$ cat config.mk
export PLATFORM = sky130hd
export DESIGN_NAME = axis_frame_arb_mux
export DESIGN_NICKNAME = d
export VERILOG_FILES = /design/src/rtl/axis_arb_pkg.sv /design/src/rtl/axis_rr_arbiter.sv /design/src/rtl/axis_frame_arb_mux.sv
export SDC_FILE = /design/constraint.sdc
export NUM_CORES = 1
export LEC_CHECK = 0
export ABC_AREA = 1
export CAP_MARGIN = 20
export CORE_MARGIN = 8
export CORE_UTILIZATION = 37
export CTS_BUF_LIST = sky130_fd_sc_hd__clkbuf_8
export CTS_CLUSTER_DIAMETER = 40
export DETAILED_ROUTE_END_ITERATION = 8
export HOLD_SLACK_MARGIN = 0.06
export PLACE_DENSITY_LB_ADDON = 0.1
export SLEW_MARGIN = 40
export SYNTH_ARGS = -nofsm -noshare
export SYNTH_HDL_FRONTEND = slang
export SYNTH_SLANG_ARGS = --single-unit
$ cat constraint.sdc
create_clock -name clk -period 2.1 [get_ports clk]
set_clock_uncertainty 0.05 [all_clocks]
set_input_delay 0.42 -clock clk [delete_from_list [all_inputs] [get_ports clk]]
set_output_delay 0.42 -clock clk [all_outputs]
set_load 0.01 [all_outputs]
$ cat src/rtl/axis_arb_pkg.sv
// Shared types and helpers for the frame-level AXI4-Stream arbiter/mux.
package axis_arb_pkg;

  typedef enum logic {ARB_IDLE, ARB_ACTIVE} arb_state_t;

  // Width of a port index; a single-bit index is kept even for one port.
  function automatic int grant_width(input int n);
    return ($clog2(n) < 1) ? 1 : $clog2(n);
  endfunction

endpackage

$ cat src/rtl/axis_rr_arbiter.sv
// Combinational round-robin arbiter: picks the first requester above last_grant, wrapping.
module axis_rr_arbiter
  import axis_arb_pkg::*;
#(
  parameter int S_COUNT = 4,
  parameter int GW      = grant_width(S_COUNT)
) (
  input  logic [S_COUNT-1:0] request,
  input  logic [GW-1:0]      last_grant,
  output logic [S_COUNT-1:0] grant,
  output logic [GW-1:0]      grant_idx
);

  logic [GW:0] cand;
  logic        found;

  // One spare bit lets last_grant+k exceed S_COUNT before the wrap subtraction.
  always_comb begin
    grant     = '0;
    grant_idx = '0;
    cand      = '0;
    found     = 1'b0;
    for (int k = 1; k <= S_COUNT; k++) begin
      cand = {1'b0, last_grant} + (GW+1)'(k);
      if (cand >= (GW+1)'(S_COUNT)) cand = cand - (GW+1)'(S_COUNT);
      if (!found && request[cand[GW-1:0]]) begin
        found                 = 1'b1;
        grant[cand[GW-1:0]]   = 1'b1;
        grant_idx             = cand[GW-1:0];
      end
    end
  end

endmodule

$ cat src/rtl/axis_frame_arb_mux.sv
// Frame-level round-robin AXI4-Stream arbiter/mux; a grant is held through tlast.
// Define AXIS_ARB_MUX_TID_TAG_EN to replace m_axis_tid with the granted port index.
module axis_frame_arb_mux
  import axis_arb_pkg::*;
#(
  parameter int S_COUNT    = 4,
  parameter int DATA_WIDTH = 8,
  parameter int KEEP_WIDTH = DATA_WIDTH/8,
  parameter int ID_WIDTH   = 8,
  parameter int DEST_WIDTH = 8,
  parameter int USER_WIDTH = 1
) (
  input  logic                             clk,
  input  logic                             rst,
  input  logic [S_COUNT*DATA_WIDTH-1:0]    s_axis_tdata,
  input  logic [S_COUNT*KEEP_WIDTH-1:0]    s_axis_tkeep,
  input  logic [S_COUNT-1:0]               s_axis_tvalid,
  output logic [S_COUNT-1:0]               s_axis_tready,
  input  logic [S_COUNT-1:0]               s_axis_tlast,
  input  logic [S_COUNT*ID_WIDTH-1:0]      s_axis_tid,
  input  logic [S_COUNT*DEST_WIDTH-1:0]    s_axis_tdest,
  input  logic [S_COUNT*USER_WIDTH-1:0]    s_axis_tuser,
  output logic [DATA_WIDTH-1:0]            m_axis_tdata,
  output logic [KEEP_WIDTH-1:0]            m_axis_tkeep,
  output logic                             m_axis_tvalid,
  input  logic                             m_axis_tready,
  output logic                             m_axis_tlast,
  output logic [ID_WIDTH-1:0]              m_axis_tid,
  output logic [DEST_WIDTH-1:0]            m_axis_tdest,
  output logic [USER_WIDTH-1:0]            m_axis_tuser
);

  localparam int GW = grant_width(S_COUNT);

`ifdef AXIS_ARB_MUX_TID_TAG_EN
  if (ID_WIDTH < $clog2(S_COUNT)) begin : g_tid_width_check
    $error("ID_WIDTH is too narrow to carry the grant index");
  end
`endif

  arb_state_t         state;
  logic [GW-1:0]      grant_idx;
  logic [GW-1:0]      last_grant;
  logic [GW-1:0]      arb_idx;
  logic [S_COUNT-1:0] arb_grant;
  logic               out_ready;
  logic               accept;

  logic [DATA_WIDTH-1:0] in_tdata [S_COUNT];
  logic [KEEP_WIDTH-1:0] in_tkeep [S_COUNT];
  logic [ID_WIDTH-1:0]   in_tid   [S_COUNT];
  logic [DEST_WIDTH-1:0] in_tdest [S_COUNT];
  logic [USER_WIDTH-1:0] in_tuser [S_COUNT];

  for (genvar i = 0; i < S_COUNT; i++) begin : g_slice
    assign in_tdata[i] = s_axis_tdata[i*DATA_WIDTH +: DATA_WIDTH];
    assign in_tkeep[i] = s_axis_tkeep[i*KEEP_WIDTH +: KEEP_WIDTH];
    assign in_tid[i]   = s_axis_tid[i*ID_WIDTH +: ID_WIDTH];
    assign in_tdest[i] = s_axis_tdest[i*DEST_WIDTH +: DEST_WIDTH];
    assign in_tuser[i] = s_axis_tuser[i*USER_WIDTH +: USER_WIDTH];
  end

  axis_rr_arbiter #(.S_COUNT(S_COUNT)) u_arb (
    .request    (s_axis_tvalid),
    .last_grant (last_grant),
    .grant      (arb_grant),
    .grant_idx  (arb_idx)
  );

  // Handshake: a beat moves when tvalid && tready at a rising edge; the output
  // register takes a new beat only when it is empty or being drained this cycle.
  assign out_ready = m_axis_tready || !m_axis_tvalid;
  assign accept    = (state == ARB_ACTIVE) && s_axis_tvalid[grant_idx] && out_ready;

  always_comb begin
    s_axis_tready = '0;
    if (state == ARB_ACTIVE) s_axis_tready[grant_idx] = out_ready;
  end

  always_ff @(posedge clk or posedge rst) begin
    if (rst) begin
      state         <= ARB_IDLE;
      grant_idx     <= '0;
      last_grant    <= GW'(S_COUNT-1);
      m_axis_tvalid <= 1'b0;
      m_axis_tdata  <= '0;
      m_axis_tkeep  <= '0;
      m_axis_tlast  <= 1'b0;
      m_axis_tid    <= '0;
      m_axis_tdest  <= '0;
      m_axis_tuser  <= '0;
    end else begin
      if (m_axis_tready) m_axis_tvalid <= 1'b0;
      case (state)
        ARB_IDLE: begin
          if (|arb_grant) begin
            grant_idx  <= arb_idx;
            last_grant <= arb_idx;
            state      <= ARB_ACTIVE;
          end
        end
        ARB_ACTIVE: begin
          if (accept) begin
            m_axis_tvalid <= 1'b1;
            m_axis_tdata  <= in_tdata[grant_idx];
            m_axis_tkeep  <= in_tkeep[grant_idx];
            m_axis_tlast  <= s_axis_tlast[grant_idx];
`ifdef AXIS_ARB_MUX_TID_TAG_EN
            m_axis_tid    <= ID_WIDTH'(grant_idx);
`else
            m_axis_tid    <= in_tid[grant_idx];
`endif
            m_axis_tdest  <= in_tdest[grant_idx];
            m_axis_tuser  <= in_tuser[grant_idx];
            if (s_axis_tlast[grant_idx]) state <= ARB_IDLE;
          end
        end
        default: state <= ARB_IDLE;
      endcase
    end
  end

endmodule

# Word level (Yosys, flattened, before mapping)
# Cells that the tools add are included.
# word_totals
register_bits,33
latchBits,0
ram_bits,0
romBits,0
in_bits,115
out_inout_bits,32
mem_count,0
# classes
add_sub_neg,8
n_mul,0
div,0
order_cmp,15
eq_ne,0
n_shift,0
mux,60
bitwise_logic,6
reduce_logical,18
# ops
operator,count
$bmux 8 s2,3
$mux 8,6
$mux 1,24
$mux 4,5
$bmux 1 s2,8
$mux 2,8
$ge 3x3->1 const B,5
$lt 2x3->1 const B,5
$or 4x4->4,3
$demux 1 s2,5
$ge 2x1->1 const B,5
$logic_and 1x1->1,10
$sub 2x1->2 const B,4
$add 2x2->3 const B,2
$and 4x4->4,1
$logic_not 1->1,4
$reduce_and 2->1,2
$reduce_or 4->1,1
$add 2x1->3 const B,1
$add 2x3->3 const B,1
$not 2->3,1
$pmux 1 s2,1
$logic_or 1x1->1,1
$not 1->1,1

# Longest topological paths before layout
# Gate-level depths: netlist of run 1.
# logic_depth
ltp_word,18
ltp_mapped,14

# Cells and area by module
# A second synthesis of run 1 with hierarchy kept.
# hier_totals
hier_cells,401
hier_area_um2,2720.1
# by_module_without_submodules
module,n_inst,cells_each,area_each_um2
axis_frame_arb_mux,1,326,2245.9
axis_rr_arbiter,1,75,474.2

# Worst setup path before layout of run 1
# Ideal clock, no wire load.
# synth_path
path_type,reg2reg
from,register last_grant[0]
to,register state
arrival_ns,1.761
path_slack_ns,0.159
stages_incl_launch_ff,13
n_path_buf,0
period_less_slack_ns,1.941
cell_sequence,dfstp_2 inv_2 ha_1 inv_1 nand2_1 nand2_1 inv_1 nand2_1 nand2_1 nand2_1 nand2_1 nand2_1 o21ai_0
# synth_between
elab_chain_cells,18
# synth_lines
item,line_no,source
start: declaration,axis_frame_arb_mux.sv:43,logic [GW-1:0] last_grant;
start signal: assignment,axis_frame_arb_mux.sv:84,last_grant <= GW'(S_COUNT-1);
start signal: assignment,axis_frame_arb_mux.sv:98,last_grant <= arb_idx;
branches (longest 14 deep; another with $add 2x1->3),n/a,
$mux 4 *,axis_rr_arbiter.sv:26,if (!found && request[cand[GW-1:0]]) begin
$reduce_or 4->1 *,axis_frame_arb_mux.sv:96,if (|arb_grant) begin
$mux 1 *,axis_frame_arb_mux.sv:96,
$pmux 1 s2 *,axis_frame_arb_mux.sv:94,case (state)
end signal: assignment,axis_frame_arb_mux.sv:99,state <= ARB_ACTIVE;
end signal: assignment,axis_frame_arb_mux.sv:115,if (s_axis_tlast[grant_idx]) state <= ARB_IDLE;
end signal: assignment,axis_frame_arb_mux.sv:118,default: state <= ARB_IDLE;
end: declaration,axis_frame_arb_mux.sv:41,arb_state_t state;
# Every way passes the cells marked *. The select of a mux whose other input is x is not followed.
# A chain may end at the register's enable or synchronous reset.

# Final worst setup path of run 1
# layout_path
from,register last_grant[1]
to,register state
# The elaborated chain is that of the path after synthesis.

==> flow_summary.ini, run 1 <==
[run_status]
status = completed

[cells_and_area]
layout.cells.non_filler = 508
syn_to_final_growth_pct = 77.95
fill_cells = 514
layout_common_cells = clkdlybuf4s50_1, nand2_1, dfrtp_1
final_common_cell = clkdlybuf4s50_1
layout-drive-gt1-share_pct = 8.314
diodes = 0
nets = 556
postLayoutCoreUtil_pct = 67.13

[global_routing]
grt_pass1_wl_um = 13210
grt_pass1_vias = 2634
antenna_found_initial = 0
grt_usage_pct = 19.04
grt_max_degree = 34
grt_overflow = 0

[power]
internal_power_w = 0.002791
p_sw_share_pct = 43.25
power_w = 0.004918
p_leak_nw = 1.825
seqPwrFrac_pct = 23.4
cellPowerDensity_nw_per_um2 = 1252
comb_power_share_pct = 67.0
p_switching_w = 0.002127
p_clk_share_pct = 9.6
ir_worst_vdd_mv = 0.7468

[placed_design]
portBuffers = 146
hpwl_um = 6715
globalplace.congestion = 0.8825
place_inst = 498

[detailed_routing]
drc = 0
ant_nets = 0
first_pass_iters = 4
detail_route.wl_per_cell_um = 17.17
viasPerCell = 5.195
vias = 2639
drtIter0Drc = 91
drt-total-wl_um = 8722

[timing]
finalCritPeriodShare_pct = 96.47
setup_viol = 0
fmax_mhz = 493.6
tns_ps = 0
fin_crit_ps = 2026
worst_pin_slew_ps = 424.1
slew_violations = 0
maxSlewHeadroom_pct = 71.73
finalHoldViolations = 0

[worst_setup_path]
cpPeakStageDelay_ps = 560
worstPathRequired_ps = 2200
worstSetupStartpointType = register
cp_max_fo = 5
end_kind = register
cp_num_buf_inv = 2
crit_path_frequent_cell = nand2_1
cp_top_family = simple AND/OR/NAND/NOR gates
worstPathArrival_ps = 2130
crit_start = last_grant[1]
path_class = reg -> reg
crit_path_top_delay_cell = dfstp_2
critical_path.cell_chain = clkinvlp_4, ha_4, inv_1, nand3_1, nand2_1, nand2_1, nand2_1, nand2_1, nand2_1, nand2_1, nand2_2, nand2_2, o21ai_0
reg2reg_from = last_grant[1]

[job]
drv_cap = 0

[min_path]
hp-class = reg -> reg
hold_start = m_axis_tdata[0]

[synth]
syn_nets = 401
syn_inst = 278
synth.avg_cell_area_sq_um = 7.939
synth_warnings = 0
ys_types = 28
ys_seq_area_share_pct = 37.53
netlist_area_sq_um = 2207
ys_ff_latch = 33

[clock_tree]
path_clk_slew_ps = 70
htreeDepth = 2
ctsHoldBuffers = 0
cts_tree = yes
clk_latency_ps = 270
cts_buffer_depth = 2
clkSinkCount = 33
cts_root_buf = clkbuf_8
cts_buffers = 5

[floorplanning]
dieArea_sq_um = 8693
start_util_pct = 37.72
rows = 28
core_sq_um = 5851
fp.dieW_um = 93.24
io_pins = 147
die_h_um = 93.24
-- per-layer routing --
metal	GRT usage (%)	wire length, um	vias up
met5	0	0	-
met3	5.128	680	8
li1	-	-	1279
met4	4.564	123	0
met1	21.67	3396	1251
met2	34.25	4522	101
-- cells by family after synthesis --
kind of cell,after synthesis,share of synthesized area [%]
adder cells (fa/ha/maj),8,4.535
multiplexers,1,0.4535
AO/OA/AOI/OAI,87,27.66
AND/OR/NAND/NOR,119,23.36
flip-flops,33,37.53
buffers and inverters,30,6.462
-- per-stage QoR --
stage	setup WS, ps	instance area [sq um]	hold WS, ps
after floorplan	159.0	2207	453.2
after global placement	-124.4	3802	407.2
after detailed placement	-171.0	3802	414.4
after CTS	57.09	3884	428.3
after global routing	-66.73	3928	442.1
final	74.13	3928	424.9
-- area by class of cell --
cell class,count,area (sq um),share of cell area (%)
Timing Repair Buffer,162,1602,40.78
Multi-Input combinational cell,215,1254,31.92
Sequential cell,33,828.3,21.09
Tap cell,75,93.84,2.389
Clock buffer,6,82.58,2.103
Inverter,16,63.81,1.625
Clock inverter,1,3.754,0.09557
-- repair_timing --
action	4_1_cts	5_1_grt
gates resized for setup	4	4
setup buffers	0	3
setup endpoints to repair	4	5
-- final timing paths --
path | to | slack (ps) | cells past startpoint
worst max-delay path | state | 70 | 13
worst min-delay path | m_axis_tdata[0] | 420 | 1
worst max register to register | state | 70 | 13
worst min register to register | m_axis_tdata[0] | 420 | 1
max in group asynchronous | last_grant[1] | 1190 | 3
min in group asynchronous | m_axis_tdest[1] | 480 | 3
-- power groups by stage --
stage	Combinational, W	Clock [W]	Sequential [W]
floorplan	0.00173	0	0.00127
global placement	0.00315	0	0.00114
detailed placement	0.00323	0	0.00115
CTS	0.00322	0.000490	0.00114
global route	0.00360	0.000512	0.00119
finish	0.00329	0.000474	0.00115
-- sequential cells by signal (all words and copies together) (netlist names) --
register,count
state,1
m_axis_tdata,8
m_axis_tdest,8
grant_idx,2
m_axis_tlast,1
m_axis_tid,8
m_axis_tvalid,1
last_grant,2
m_axis_tkeep,1
m_axis_tuser,1
-- cell usage after synthesis --
cell | instances | area share (%)
a21o_1 | 27 | 9.2
inv_2 | 4 | 0.68
buf_6 | 3 | 1.5
a31oi_1 | 27 | 7.7
clkbuf_1 | 6 | 1.0
nor2_1 | 3 | 0.51
mux2i_1 | 1 | 0.45
a21oi_1 | 3 | 0.68
nand3b_1 | 1 | 0.34
ha_1 | 8 | 4.5
buf_2 | 3 | 0.68
a21boi_0 | 1 | 0.34
nand4_2 | 1 | 0.57
nand3_1 | 10 | 2.3
buf_4 | 1 | 0.34
dfstp_2 | 2 | 2.4
or4_1 | 1 | 0.34
dfrtp_1 | 31 | 35
o21ai_0 | 1 | 0.23
a22oi_1 | 27 | 9.2
buf_1 | 1 | 0.17
nand3_4 | 1 | 0.79
nand2_1 | 98 | 17
nor3_1 | 2 | 0.45
inv_1 | 12 | 2.0
nor2_8 | 1 | 0.91
nor2_4 | 1 | 0.51
o41ai_1 | 1 | 0.40
Power figures use the tool's default switching activity.
==> inputs of run 2 (changes only) <==
--- a/config.mk
+++ b/config.mk
@@ -6,7 +6,6 @@
 export NUM_CORES = 1
 export LEC_CHECK = 0
 export ABC_AREA = 1
-export CAP_MARGIN = 20
 export CORE_MARGIN = 8
 export CORE_UTILIZATION = 37
 export CTS_BUF_LIST = sky130_fd_sc_hd__clkbuf_8
==> results of run 2 <==
No change in the layout: final DEF, timing and power equal those of run 1.
